[src/rtl/rv_pkg.sv]
// rv_pkg: fetch-stage state encoding and shared constants
package rv_pkg;
    localparam int XLEN = 32;
    localparam logic [XLEN-1:0] NOP_INSTR = 32'h0000_0013;
    typedef enum logic [1:0] {S_REQ, S_WAIT, S_HOLD} fetch_state_e;
endpackage

[src/rtl/pc_next_sel.sv]
// pc_next_sel: chooses sequential pc+4 or the word-aligned redirect target
module pc_next_sel
    import rv_pkg::*;
(
    input  logic [XLEN-1:0] i_pc,
    input  logic            i_pc_src,
    input  logic [XLEN-1:0] i_branch_target,
    output logic [XLEN-1:0] o_next_pc,
    output logic            o_misalign
);
    always_comb begin
        o_next_pc  = i_pc_src ? (i_branch_target & ~32'h3) : i_pc + 32'd4;
        o_misalign = i_pc_src & |i_branch_target[1:0];
    end
endmodule

[src/rtl/fetch_unit.sv]
// fetch_unit: owns the PC, issues one outstanding imem fetch at a time and
// holds the fetched {instr, pc} for decode; a redirect squashes in-flight work.
module fetch_unit
    import rv_pkg::*;
#(
    parameter int                XLEN     = 32,
    parameter logic [XLEN-1:0]   RESET_PC = 32'h0000_0000
) (
    input  logic            clk,
    input  logic            rst,
    input  logic            pc_src,
    input  logic [XLEN-1:0] branch_target,
    output logic            imem_req_valid,
    input  logic            imem_req_ready,
    output logic [XLEN-1:0] imem_req_addr,
    input  logic            imem_rsp_valid,
    input  logic [XLEN-1:0] imem_rsp_data,
    output logic            instr_valid,
    input  logic            instr_ready,
    output logic [XLEN-1:0] instr_out,
    output logic [XLEN-1:0] instr_pc,
    output logic [XLEN-1:0] instr_pc_plus4,
    output logic            fetch_misalign
);
    fetch_state_e    r_state, w_state_n;
    logic [XLEN-1:0] r_pc, r_instr, r_ipc, w_next_pc;
    logic            r_squash, w_squash_n, w_cap, r_misalign, w_misalign, w_drop;

    pc_next_sel u_pc_next_sel (
        .i_pc            (r_pc),
        .i_pc_src        (pc_src),
        .i_branch_target (branch_target),
        .o_next_pc       (w_next_pc),
        .o_misalign      (w_misalign)
    );

    // A response that arrives with a redirect pending or already squashed is stale.
    assign w_drop = r_squash | pc_src;

    always_comb begin
        w_state_n  = r_state;
        w_squash_n = r_squash;
        w_cap      = 1'b0;
        unique case (r_state)
            S_REQ: begin
                w_state_n  = imem_req_ready ? S_WAIT : S_REQ;
                w_squash_n = imem_req_ready & pc_src;
            end
            S_WAIT: begin
                if (imem_rsp_valid) begin
                    w_state_n  = w_drop ? S_REQ : S_HOLD;
                    w_squash_n = 1'b0;
                    w_cap      = ~w_drop;
                end else if (pc_src) begin
                    w_squash_n = 1'b1;
                end
            end
            S_HOLD:  w_state_n = (pc_src | instr_ready) ? S_REQ : S_HOLD;
            default: w_state_n = S_REQ;
        endcase
    end

    always_ff @(posedge clk or posedge rst) begin
        if (rst) begin
            r_state    <= S_REQ;
            r_pc       <= RESET_PC;
            r_squash   <= 1'b0;
            r_instr    <= NOP_INSTR;
            r_ipc      <= RESET_PC;
            r_misalign <= 1'b0;
        end else begin
            r_state    <= w_state_n;
            r_squash   <= w_squash_n;
            r_misalign <= w_misalign;
            if (pc_src | w_cap)
                r_pc <= w_next_pc;
            if (w_cap) begin
                r_instr <= imem_rsp_data;
                r_ipc   <= r_pc;
            end
        end
    end

    assign imem_req_valid = (r_state == S_REQ) & ~rst;
    assign imem_req_addr  = r_pc;
    assign instr_valid    = (r_state == S_HOLD);
    assign instr_out      = r_instr;
    assign instr_pc       = r_ipc;
    assign instr_pc_plus4 = r_ipc + 32'd4;
    assign fetch_misalign = r_misalign;
endmodule

[config.mk]
export PLATFORM = sky130hd
export DESIGN_NAME = fetch_unit
export DESIGN_NICKNAME = d
export VERILOG_FILES = /design/src/rtl/rv_pkg.sv /design/src/rtl/pc_next_sel.sv /design/src/rtl/fetch_unit.sv
export SDC_FILE = /design/constraint.sdc
export NUM_CORES = 1
export LEC_CHECK = 0
export ABC_AREA = 0
export CORE_MARGIN = 10
export CORE_UTILIZATION = 49
export DETAILED_ROUTE_END_ITERATION = 8
export GPL_TIMING_DRIVEN = 1
export PLACE_DENSITY = 0.95
export RECOVER_POWER = 50
export SYNTH_ARGS = -nofsm -noshare
export SYNTH_HDL_FRONTEND = slang
export SYNTH_HIERARCHICAL = 1
export SYNTH_SLANG_ARGS = --single-unit
[constraint.sdc]
create_clock -name clk -period 6.5 [get_ports clk]
set_clock_uncertainty 0.05 [all_clocks]
set_input_delay 1.3 -clock clk [delete_from_list [all_inputs] [get_ports clk]]
set_output_delay 1.3 -clock clk [all_outputs]
set_load 0.01 [all_outputs]
==> results.yml <==
floorplanning:
  die_h_microns: 125
  core_sq_mm: 0.0109
  io_pins: 201
  rows: 38
  start_util: 0.501
  die_area_sq_mm: 0.0157
  dieWidth_microns: 125
power_and_ir_drop:
  powerDensity_mw_per_mm2: 405
  power.leakage_nw: 3.12
  ir_worst_vdd_v: 0.000205
timing:
  finalSetupTns_ns: 0
  finalMaxSlewViolations: 103
  period_share: 0.668
  fin_crit_ns: 4.34
  tightest_slew_ns: 1.74
  rsz0062_at_grt: "no"
  hold_viol_final: 0
  relSlewSlack: -0.163
  setup_viol: 0
  max_freq_mhz: 230
grt:
  grt_max_degree: 65
  grt_pass1_wl_microns: 26500
  gr-total-overflow: 0
  track_usage: 0.202
  antenna_found_initial: 0
  first_global_vias: 4925
setup_path:
  cp_max_fo: 39
  cp-start-kind: "input port"
  critPathArrivalTime_ns: 4.55
  worst_setup_path_end_kind: "flop"
  critical_path_class: "in2reg"
  cp_data_required_time_ns: 6.71
synthesis:
  synth_area_leaders: "dfrtp_1 45%, mux2_1 14%, mux2_2 5.8%, xor2_1 4.0%, nand2_1 2.3%"
  synth_top_area_cell: "dfrtp_1"
  yosysWarnings: 6
  synth_ff_type: "dfrtp_1"
  netlist_instances: 479
  ys_ff_latch: 100
  synth.most_common_cell: "dfrtp_1"
  yosysTopAreaCellShare: 0.445
  synth_area_per_cell_sq_um: 11.4
  syn-num-nets: 551
  synth_area_sq_mm: 0.00545
  synthArstFlopShare: 1.00
  yosysUniqueCellTypes: 45
  seq_area_frac_synth: 0.460
  synthTopCellsByCount: "97 x dfrtp_1, 69 x mux2_1, 34 x nand2_1, 28 x mux2_2, 25 x xor2_1"
  synth_edf_count: 0
cells_and_area:
  area_growth_pct: 41.2
  layout-drive-gt1-share: 0.109
  num_antenna_cells: 0
  final_core_util: 0.707
  nets: 735
  fin_area_sq_mm: 0.00770
clocking:
  h-tree-depth: 3
  cts_tree: "built"
  cts.sinks: 100
  cts_made_buffers: 9
  postCtsHoldBufs: 0
  cts_setup_buffers: 0
  cts_root_buffer: "clkbuf_8"
  cts_resized: 0
  clk_path_buf_depth: 2
  path_clk_slew_ns: 0.11
  clk_latency_ns: 0.37
routing:
  drtIter0Drc: 244
  drt_first_pass_iters: 5
  wl_per_cell_microns: 20.3
  wl_microns: 16400
  viasPerCell: 5.70
  drcViolationCount: 0
  vias: 4607
  ant_nets: 0
place:
  dpl.hpwl_microns: 12300
  place_area_sq_mm: 0.00749
  gp_congestion: 0.843
  port_buffers: 200
min_path:
  min-delay-path-class: "reg2reg"
run_status:
  status: "complete, but fails checks"
  violations: "capacitance limit, slew limit"
job:
  maxCapViolations: 2
-- state kept, by name (all words and copies together), names as in the netlist --
signal,cells
r_squash,1
instr_pc,32
instr_out,32
fetch_misalign,1
r_state,2
imem_req_addr,32
-- critical path, cell delays in order --
cell,delay (ns)
dlygate4sd3_1,0.52
clkbuf_1,1.08
inv_1,0.87
nor2_1,0.33
a31oi_1,0.07
mux2_1,0.37
-- final timing paths --
kind | start | end | slack (ns) | cells past startpoint
hold reg to reg | instr_out[26]$_DFFE_PP0P_ | instr_out[26]$_DFFE_PP0P_ | 0.44 | 1
min in group asynchronous | rst | instr_out[29]$_DFFE_PP0P_ | 1.79 | 2
setup reg to reg | imem_req_addr[6]$_DFFE_PP0P_ | imem_req_addr[31]$_DFFE_PP0P_ | 4.07 | 5
max in group asynchronous | rst | imem_req_addr[6]$_DFFE_PP0P_ | 2.46 | 3
setup / recovery | pc_src | imem_req_addr[20]$_DFFE_PP0P_ | 2.16 | 6
hold / removal | instr_out[26]$_DFFE_PP0P_ | instr_out[26]$_DFFE_PP0P_ | 0.44 | 1
-- report_power, final --
group / switching, mW / internal (mW) / total, mW / leakage, nW
Clock: 0.231 / 0.219 / 0.450 / 0.106
Sequential: 0.324 / 0.882 / 1.21 / 1.19
Combinational: 0.621 / 0.839 / 1.46 / 1.82
-- layout make-up --
| class | instances | area [sq um] |
|---|---|---|
| Tap cell | 140 | 175 |
| Clock buffer | 9 | 124 |
| Fill cell | 751 | 3190 |
| Clock inverter | 7 | 97.6 |
| Inverter | 13 | 50.0 |
| Timing Repair Buffer | 203 | 2020 |
| Sequential cell | 100 | 2510 |
| Multi-Input combinational cell | 336 | 2730 |
-- cells in the final DEF, fill, tap and decap left out, types with 2 or more instances in the layout --
cell             count
nor2_1              23
o31ai_1             13
nand4_1             11
clkinvlp_4           2
ha_1                 2
nor2b_1              5
nor4_2               8
nand2_1             34
dlygate4sd3_1       64
nand4_2              3
or4_1               14
o211ai_1             3
dfstp_2              3
a31oi_1             14
and4_1               6
mux2_2              28
o21ai_0             14
inv_1               12
nand4_4              2
bufinv_16            2
mux2_1              69
xor2_1              25
or3_1                4
nor3_2               4
clkdlybuf4s50_1    136
inv_6                2
and2_1               5
nor3_1               3
clkbuf_8             9
and3_1               4
xnor2_1             14
nand3_1             15
dfrtp_1             97
-- through the flow --
| step | setup slack (ns) | hold WS (ns) | cells | total power [mW] |
|---|---|---|---|---|
| after global routing | 1.87 | 0.467 | 808 | 3.30 |
| after CTS | 2.19 | 0.452 | 808 | 3.21 |
| final | 2.16 | 0.440 | 808 | 3.12 |
| after floorplan | 2.54 | 0.458 | 479 | 1.80 |
| after global placement | 2.67 | 0.423 | 792 | 2.67 |
| after detailed placement | 2.59 | 0.430 | 792 | 2.76 |
-- layer usage --
layer,GRT usage,share of wire,vias up
met5,0,0,-
li1,-,-,2106
met3,0.0591,0.082,34
met2,0.353,0.52,196
met1,0.224,0.37,2271
met4,0.0860,0.028,0
-- cells by family (layout without fill, tap and decap cells) --
kind of cell / after synthesis / after routing / share of synthesized area
xor gates and xnor gates: 39 / 39 / 0.0627
buffers and inverters: 43 / 232 / 0.0411
DFF: 100 / 100 / 0.460
and+or+nand+nor: 149 / 149 / 0.174
adders and majority gates: 2 / 2 / 0.00459
AOI/OAI and AO/OA: 49 / 49 / 0.0574
muxes: 97 / 97 / 0.200
(Power assumes the default switching activity.)
